### src/rtl/dnn_pkg.sv
// dnn_pkg: shared definitions for the dot-product accelerator.
//   - register map word offsets seen by the CPU
//   - FSM state encoding
//   - Q16.16 fixed-point type and default fractional width
package dnn_pkg;

    localparam int FRAC_BITS_DEF = 16;

    localparam logic [3:0] REG_CTRL   = 4'd0;  // write: start, read: result
    localparam logic [3:0] REG_BIAS   = 4'd1;
    localparam logic [3:0] REG_WBASE  = 4'd2;
    localparam logic [3:0] REG_ABASE  = 4'd3;
    localparam logic [3:0] REG_OADDR  = 4'd4;
    localparam logic [3:0] REG_LEN    = 4'd5;
    localparam logic [3:0] REG_RELU   = 4'd6;
    localparam logic [3:0] REG_STATUS = 4'd7;

    typedef enum logic [2:0] {
        IDLE, RD_W, WT_W, RD_A, WT_A, MAC, FIN, WR
    } state_e;

    typedef logic signed [31:0] q16_t;

endpackage

### src/rtl/q16_mul.sv
// q16_mul: combinational signed 32x32 fixed-point multiply.
//   a, b : Q16.16 operands
//   p    : full 64-bit product re-aligned to Q16.16 (bits FRAC_BITS+31:FRAC_BITS),
//          upper bits discarded (two's-complement wrap)
module q16_mul
    import dnn_pkg::*;
#(
    parameter int FRAC_BITS = FRAC_BITS_DEF
) (
    input  q16_t a,
    input  q16_t b,
    output q16_t p
);

    logic signed [63:0] a_ext;
    logic signed [63:0] b_ext;
    logic signed [63:0] full;

    always_comb begin
        a_ext = {{32{a[31]}}, a};
        b_ext = {{32{b[31]}}, b};
        full  = a_ext * b_ext;
        p     = q16_t'(full >>> FRAC_BITS);
    end

endmodule

### src/rtl/dnn_dot_accel.sv
// dnn_dot_accel: Avalon-MM dot-product engine.
//   clk, rst            : clock, synchronous active-high reset
//   slave_*             : CPU register port (zero read latency, stalls while busy)
//   master_*            : SDRAM initiator, one outstanding read, single write of result
// Software programs bias/bases/length/relu, writes offset 0 to start, and reads the
// Q16.16 result back from offset 0 once status (offset 7) clears.
module dnn_dot_accel
    import dnn_pkg::*;
#(
    parameter int FRAC_BITS = FRAC_BITS_DEF,
    parameter int MAX_LEN_W = 16
) (
    input  logic        clk,
    input  logic        rst,
    input  logic [3:0]  slave_address,
    input  logic        slave_read,
    input  logic        slave_write,
    input  logic [31:0] slave_writedata,
    output logic [31:0] slave_readdata,
    output logic        slave_waitrequest,
    output logic [31:0] master_address,
    output logic        master_read,
    input  logic [31:0] master_readdata,
    input  logic        master_readdatavalid,
    output logic        master_write,
    output logic [31:0] master_writedata,
    input  logic        master_waitrequest
);

    state_e                state_q, state_d;
    q16_t                  acc_q, acc_d, res_q, res_d, bias_q, bias_d;
    q16_t                  w_q, w_d, a_q, a_d, prod;
    logic [31:0]           wbase_q, wbase_d, abase_q, abase_d, oaddr_q, oaddr_d;
    logic [31:0]           wptr_q, wptr_d, aptr_q, aptr_d;
    logic [MAX_LEN_W-1:0]  len_q, len_d, idx_q, idx_d;
    logic [MAX_LEN_W:0]    idx_nxt;
    logic                  relu_q, relu_d;
    logic                  busy, wr_en;

    q16_mul #(.FRAC_BITS(FRAC_BITS)) u_mul (.a(w_q), .b(a_q), .p(prod));

    assign busy = (state_q != IDLE);

    // Config/result offsets stall while busy so software never sees a half-done
    // result or changes operands mid-run; status and unmapped offsets never stall.
    assign slave_waitrequest = busy && (slave_read || slave_write) && (slave_address < REG_STATUS);
    assign wr_en             = slave_write && !slave_waitrequest;

    always_comb begin
        slave_readdata = '0;
        if (slave_read && !slave_waitrequest) begin
            case (slave_address)
                REG_CTRL:   slave_readdata = res_q;
                REG_BIAS:   slave_readdata = bias_q;
                REG_WBASE:  slave_readdata = wbase_q;
                REG_ABASE:  slave_readdata = abase_q;
                REG_OADDR:  slave_readdata = oaddr_q;
                REG_LEN:    slave_readdata = 32'(len_q);
                REG_RELU:   slave_readdata = {31'd0, relu_q};
                REG_STATUS: slave_readdata = {31'd0, busy};
                default:    slave_readdata = '0;
            endcase
        end
    end

    always_comb begin
        state_d          = state_q;
        acc_d            = acc_q;
        res_d            = res_q;
        bias_d           = bias_q;
        w_d              = w_q;
        a_d              = a_q;
        wbase_d          = wbase_q;
        abase_d          = abase_q;
        oaddr_d          = oaddr_q;
        wptr_d           = wptr_q;
        aptr_d           = aptr_q;
        len_d            = len_q;
        idx_d            = idx_q;
        relu_d           = relu_q;
        idx_nxt          = {1'b0, idx_q} + 1'b1;
        master_read      = 1'b0;
        master_write     = 1'b0;
        master_address   = '0;
        master_writedata = '0;

        if (wr_en) begin
            case (slave_address)
                REG_BIAS:  bias_d  = slave_writedata;
                REG_WBASE: wbase_d = slave_writedata;
                REG_ABASE: abase_d = slave_writedata;
                REG_OADDR: oaddr_d = slave_writedata;
                REG_LEN:   len_d   = slave_writedata[MAX_LEN_W-1:0];
                REG_RELU:  relu_d  = slave_writedata[0];
                default: ;
            endcase
        end

        case (state_q)
            IDLE: begin
                if (wr_en && slave_address == REG_CTRL) begin
                    acc_d   = bias_q;
                    idx_d   = '0;
                    wptr_d  = wbase_q;
                    aptr_d  = abase_q;
                    state_d = (len_q == '0) ? FIN : RD_W;
                end
            end
            RD_W: begin
                master_read    = 1'b1;
                master_address = wptr_q;
                if (!master_waitrequest) state_d = WT_W;
            end
            WT_W: begin
                if (master_readdatavalid) begin
                    w_d     = master_readdata;
                    state_d = RD_A;
                end
            end
            RD_A: begin
                master_read    = 1'b1;
                master_address = aptr_q;
                if (!master_waitrequest) state_d = WT_A;
            end
            WT_A: begin
                if (master_readdatavalid) begin
                    a_d     = master_readdata;
                    state_d = MAC;
                end
            end
            MAC: begin
                acc_d   = acc_q + prod;
                wptr_d  = wptr_q + 32'd4;
                aptr_d  = aptr_q + 32'd4;
                idx_d   = idx_nxt[MAX_LEN_W-1:0];
                state_d = (idx_nxt < {1'b0, len_q}) ? RD_W : FIN;
            end
            FIN: begin
                res_d   = (relu_q && acc_q[31]) ? '0 : acc_q;
                state_d = WR;
            end
            WR: begin
                master_write     = 1'b1;
                master_address   = oaddr_q;
                master_writedata = res_q;
                if (!master_waitrequest) state_d = IDLE;
            end
            default: state_d = IDLE;
        endcase
    end

    always_ff @(posedge clk) begin
        if (rst) begin
            state_q <= IDLE;
            acc_q   <= '0;
            res_q   <= '0;
            bias_q  <= '0;
            w_q     <= '0;
            a_q     <= '0;
            wbase_q <= '0;
            abase_q <= '0;
            oaddr_q <= '0;
            wptr_q  <= '0;
            aptr_q  <= '0;
            len_q   <= '0;
            idx_q   <= '0;
            relu_q  <= 1'b0;
        end else begin
            state_q <= state_d;
            acc_q   <= acc_d;
            res_q   <= res_d;
            bias_q  <= bias_d;
            w_q     <= w_d;
            a_q     <= a_d;
            wbase_q <= wbase_d;
            abase_q <= abase_d;
            oaddr_q <= oaddr_d;
            wptr_q  <= wptr_d;
            aptr_q  <= aptr_d;
            len_q   <= len_d;
            idx_q   <= idx_d;
            relu_q  <= relu_d;
        end
    end

endmodule

### config.mk
export PLATFORM = sky130hd
export DESIGN_NAME = dnn_dot_accel
export DESIGN_NICKNAME = d
export VERILOG_FILES = /design/src/rtl/dnn_pkg.sv /design/src/rtl/q16_mul.sv /design/src/rtl/dnn_dot_accel.sv
export SDC_FILE = /design/constraint.sdc
export NUM_CORES = 2
export LEC_CHECK = 0
export ABC_AREA = 1
export CORE_UTILIZATION = 39
export CTS_BUF_LIST = sky130_fd_sc_hd__clkbuf_16
export DETAILED_ROUTE_END_ITERATION = 7
export DONT_BUFFER_PORTS = 1
export SLEW_MARGIN = 20
export SYNTH_ARGS = -nofsm -noshare
export SYNTH_HDL_FRONTEND = slang
export SYNTH_SLANG_ARGS = --single-unit
### constraint.sdc
create_clock -name clk -period 21.7 [get_ports clk]
set_clock_uncertainty 0.05 [all_clocks]
set_input_delay 0 -clock clk [delete_from_list [all_inputs] [get_ports clk]]
set_output_delay 0 -clock clk [all_outputs]
set_load 0.03 [all_outputs]
==> flow_metrics.py <==
metrics = {
    "outcome": {
        "outcome": "complete, no violations",
    },
    "yosys": {
        "synth-compound-area-share": 0.115,
        "synth_seq_area_share": 0.145,
        "synth_top_family_by_area": "adder cells",
        "synthXorXnorAreaFrac": 0.0148,
        "async_reset_ff_frac": 0,
        "synth-simple-area-share": 0.167,
        "synth_edf_count": 0,
        "synth_nets": 7774,
        "synth_fa_ha_area_frac": 0.396,
        "synth-seq-cells": 356,
        "yosys_warnings": 0,
        "syn_inst": 6644,
        "synthFlopType": "dfxtp_1",
        "synthMuxAreaShare": 0,
        "yosysUniqueCellTypes": 55,
        "syn_area_per_cell_um2": 7.41,
        "synth_area_um2": 49200,
    },
    "global_routing": {
        "grt_overflow": 0,
        "grt_max_degree": 132,
        "grt_pass1_vias": 43100,
        "antenna_found_initial": 11,
        "grt_pass1_wl_mm": 251,
        "grt_use_total": 0.254,
    },
    "clock_tree": {
        "postCtsSetupBuffers": 0,
        "path_clk_slew_ns": 0.06,
        "clk_latency_ns": 0.68,
        "cts-hold-fix-buffers": 91,
        "cts_max_path_buffers": 3,
        "cts-root-buf": "clkbuf_16",
        "post_cts_resize_count": 0,
        "ctsHtreeMaxLevel": 2,
        "cts_tree": "built",
        "cts.sinks": 356,
        "cts_buffers": 45,
    },
    "worst_setup_path": {
        "critPathSlowestCell": "dfxtp_2",
        "crit_type": "reg -> reg",
        "arrival_ns": 10.17,
        "cp.required_ns": 22.13,
        "crit_top_cell": "fa_1",
        "max_stage_delay_ns": 0.90,
        "crit_path_end_kind": "flop",
        "cp_max_fo": 33,
        "start_kind": "flop",
    },
    "timing": {
        "hold_viol_final": 0,
        "fmax_ghz": 0.103,
        "finalSetupTns_ns": 0,
        "finalCritPeriodShare": 0.449,
        "period_minus_slack_ns": 9.74,
        "setup_viol": 0,
        "rsz0062_at_grt": "no",
        "worstMarginPinSlew_ns": 1.15,
        "drv_slew": 0,
        "slew_headroom": 0.235,
        "setup_slack_ns": 11.96,
    },
    "route": {
        "ant_nets": 0,
        "wl_mm": 159,
        "drc": 0,
        "vias_per_cell": 5.17,
        "num_vias": 42300,
        "drt_iter0_drc": 3442,
        "drt_pass1_iterations": 6,
        "wl_per_cell_um": 19.5,
    },
    "layout": {
        "synthToLayoutAreaGrowth_pct": 7.50,
        "layout-drive-gt1-share": 0.0343,
        "nNetsFinal": 7634,
    },
    "floorplanning": {
        "dieArea_um2": 128000,
        "rows": 129,
        "die_h_um": 357,
        "die_w_um": 357,
        "core_region_area_um2": 124000,
        "ios": 173,
        "initial_utilization": 0.395,
    },
    "power": {
        "p_leak_nw": 27.6,
        "p_per_area_nw_per_um2": 58.2,
        "vdd_drop_max_mv": 0.0658,
    },
    "placement": {
        "hpwlAfterDp_mm": 122,
        "place_ws_ns": 12.15,
        "port_buffers": 0,
        "place.gp.congestion": 0.966,
    },
    "worst_hold_path": {
        "hold_class": "in -> reg",
    },
    "run": {
        "cap_violations": 0,
    },
}
layer usage:
layer / share of wire / global-route usage
met4: 0.029 / 0.0769
met5: 0.00022 / 0
met3: 0.073 / 0.0381
met2: 0.47 / 0.421
met1: 0.43 / 0.341
path summary, 6_finish.rpt:
kind	startpoint	cells after the start	slack (ns)	to
setup reg to reg	a_q[7]	34	11.96	acc_q[29]
setup / recovery	a_q[7]	34	11.96	acc_q[29]
hold reg to reg	abase_q[19]	2	0.39	aptr_q[19]
hold / removal	master_readdata[8]	3	0.04	w_q[8]
critical path: cells and delay by family, from the launching register on:
kind	cells	cell delay [ns]
adders and majority gates	10	4.68
buffers and inverters	5	0.33
DFF	1	0.90
xor gates and xnor gates	1	0.40
AOI/OAI and AO/OA	6	1.55
and+or+nand+nor	12	1.63
power breakdown:
group | internal [W] | total [W] | switching (W) | leakage (nW)
clock | 0.000405 | 0.000755 | 0.000350 | 0.739
sequential | 0.000705 | 0.000775 | 0.0000693 | 2.88
combinational | 0.000478 | 0.00155 | 0.00107 | 23.9
kinds of logic (layout without fill, tap and decap cells):
group / count (synthesis) / count (layout)
fa+ha+maj: 1056 / 1056
xor+xnor: 83 / 83
buf+inv: 2111 / 2007
flops: 356 / 356
simple gates: 2027 / 2027
other cells: 0 / 7
compound gates: 1011 / 1011
placed cells by master, fill, tap and decap left out, types with 90 or more instances in the layout:
cell,instances
fa_1,839
dlygate4sd3_1,90
dfxtp_1,350
a21oi_1,399
inv_1,1750
nor2_1,280
o21ai_0,330
ha_1,217
nand2_1,1471
nand3_1,112
synthesized netlist by cell type, types with 14 or more instances:
cell	number	area, um2
a21oi_1	399	2000
nor2_1	281	1050
nor4_1	14	87.6
buf_1	28	105
a31oi_1	46	288
a211oi_1	56	420
dfxtp_1	356	7130
inv_1	1739	6530
nor3_1	42	210
xnor2_1	22	193
nand3_1	115	576
or2_2	18	113
o22ai_1	84	526
fa_1	839	16800
xor2_1	61	534
o21ai_0	330	1650
clkbuf_1	309	1160
ha_1	217	2720
nand2_1	1473	5530
buf_2	22	110
o221ai_1	38	333
nand4_1	39	244
metrics by stage:
stage	std cells	total power (W)	hold slack (ns)	util	instance area (um2)
4_1_cts	8177	0.00310	0.0125	0.425	52900
3_3_place_gp	8003	0.00229	0.0454	0.406	50500
3_5_place_dp	8003	0.00230	0.0424	0.406	50500
2_1_floorplan	6644	0.00176	0.117	-	49200
6_report	8184	0.00308	0.0418	0.425	52900
5_1_grt	8182	0.00328	0.0646	0.425	52900
sequential cells by signal, summed over array words and instances (netlist names):
| signal | count |
|---|---|
| res_q | 32 |
| aptr_q | 32 |
| acc_q | 32 |
| bias_q | 32 |
| wptr_q | 32 |
| wbase_q | 32 |
| abase_q | 32 |
| state_q | 3 |
| a_q | 32 |
| len_q | 16 |
| relu_q | 1 |
| idx_q | 16 |
| oaddr_q | 32 |
| w_q | 32 |
cell type report:
type | count | area [um2]
fill | 12600 | 71500
multi-input combinational | 4177 | 34200
sequential | 356 | 7130
timing repair buffer | 174 | 1550
inverter | 1750 | 6570
clock buffer | 45 | 1130
antenna | 7 | 17.5
tap | 1637 | 2050
clock inverter | 38 | 293
(Power assumes the default switching activity.)
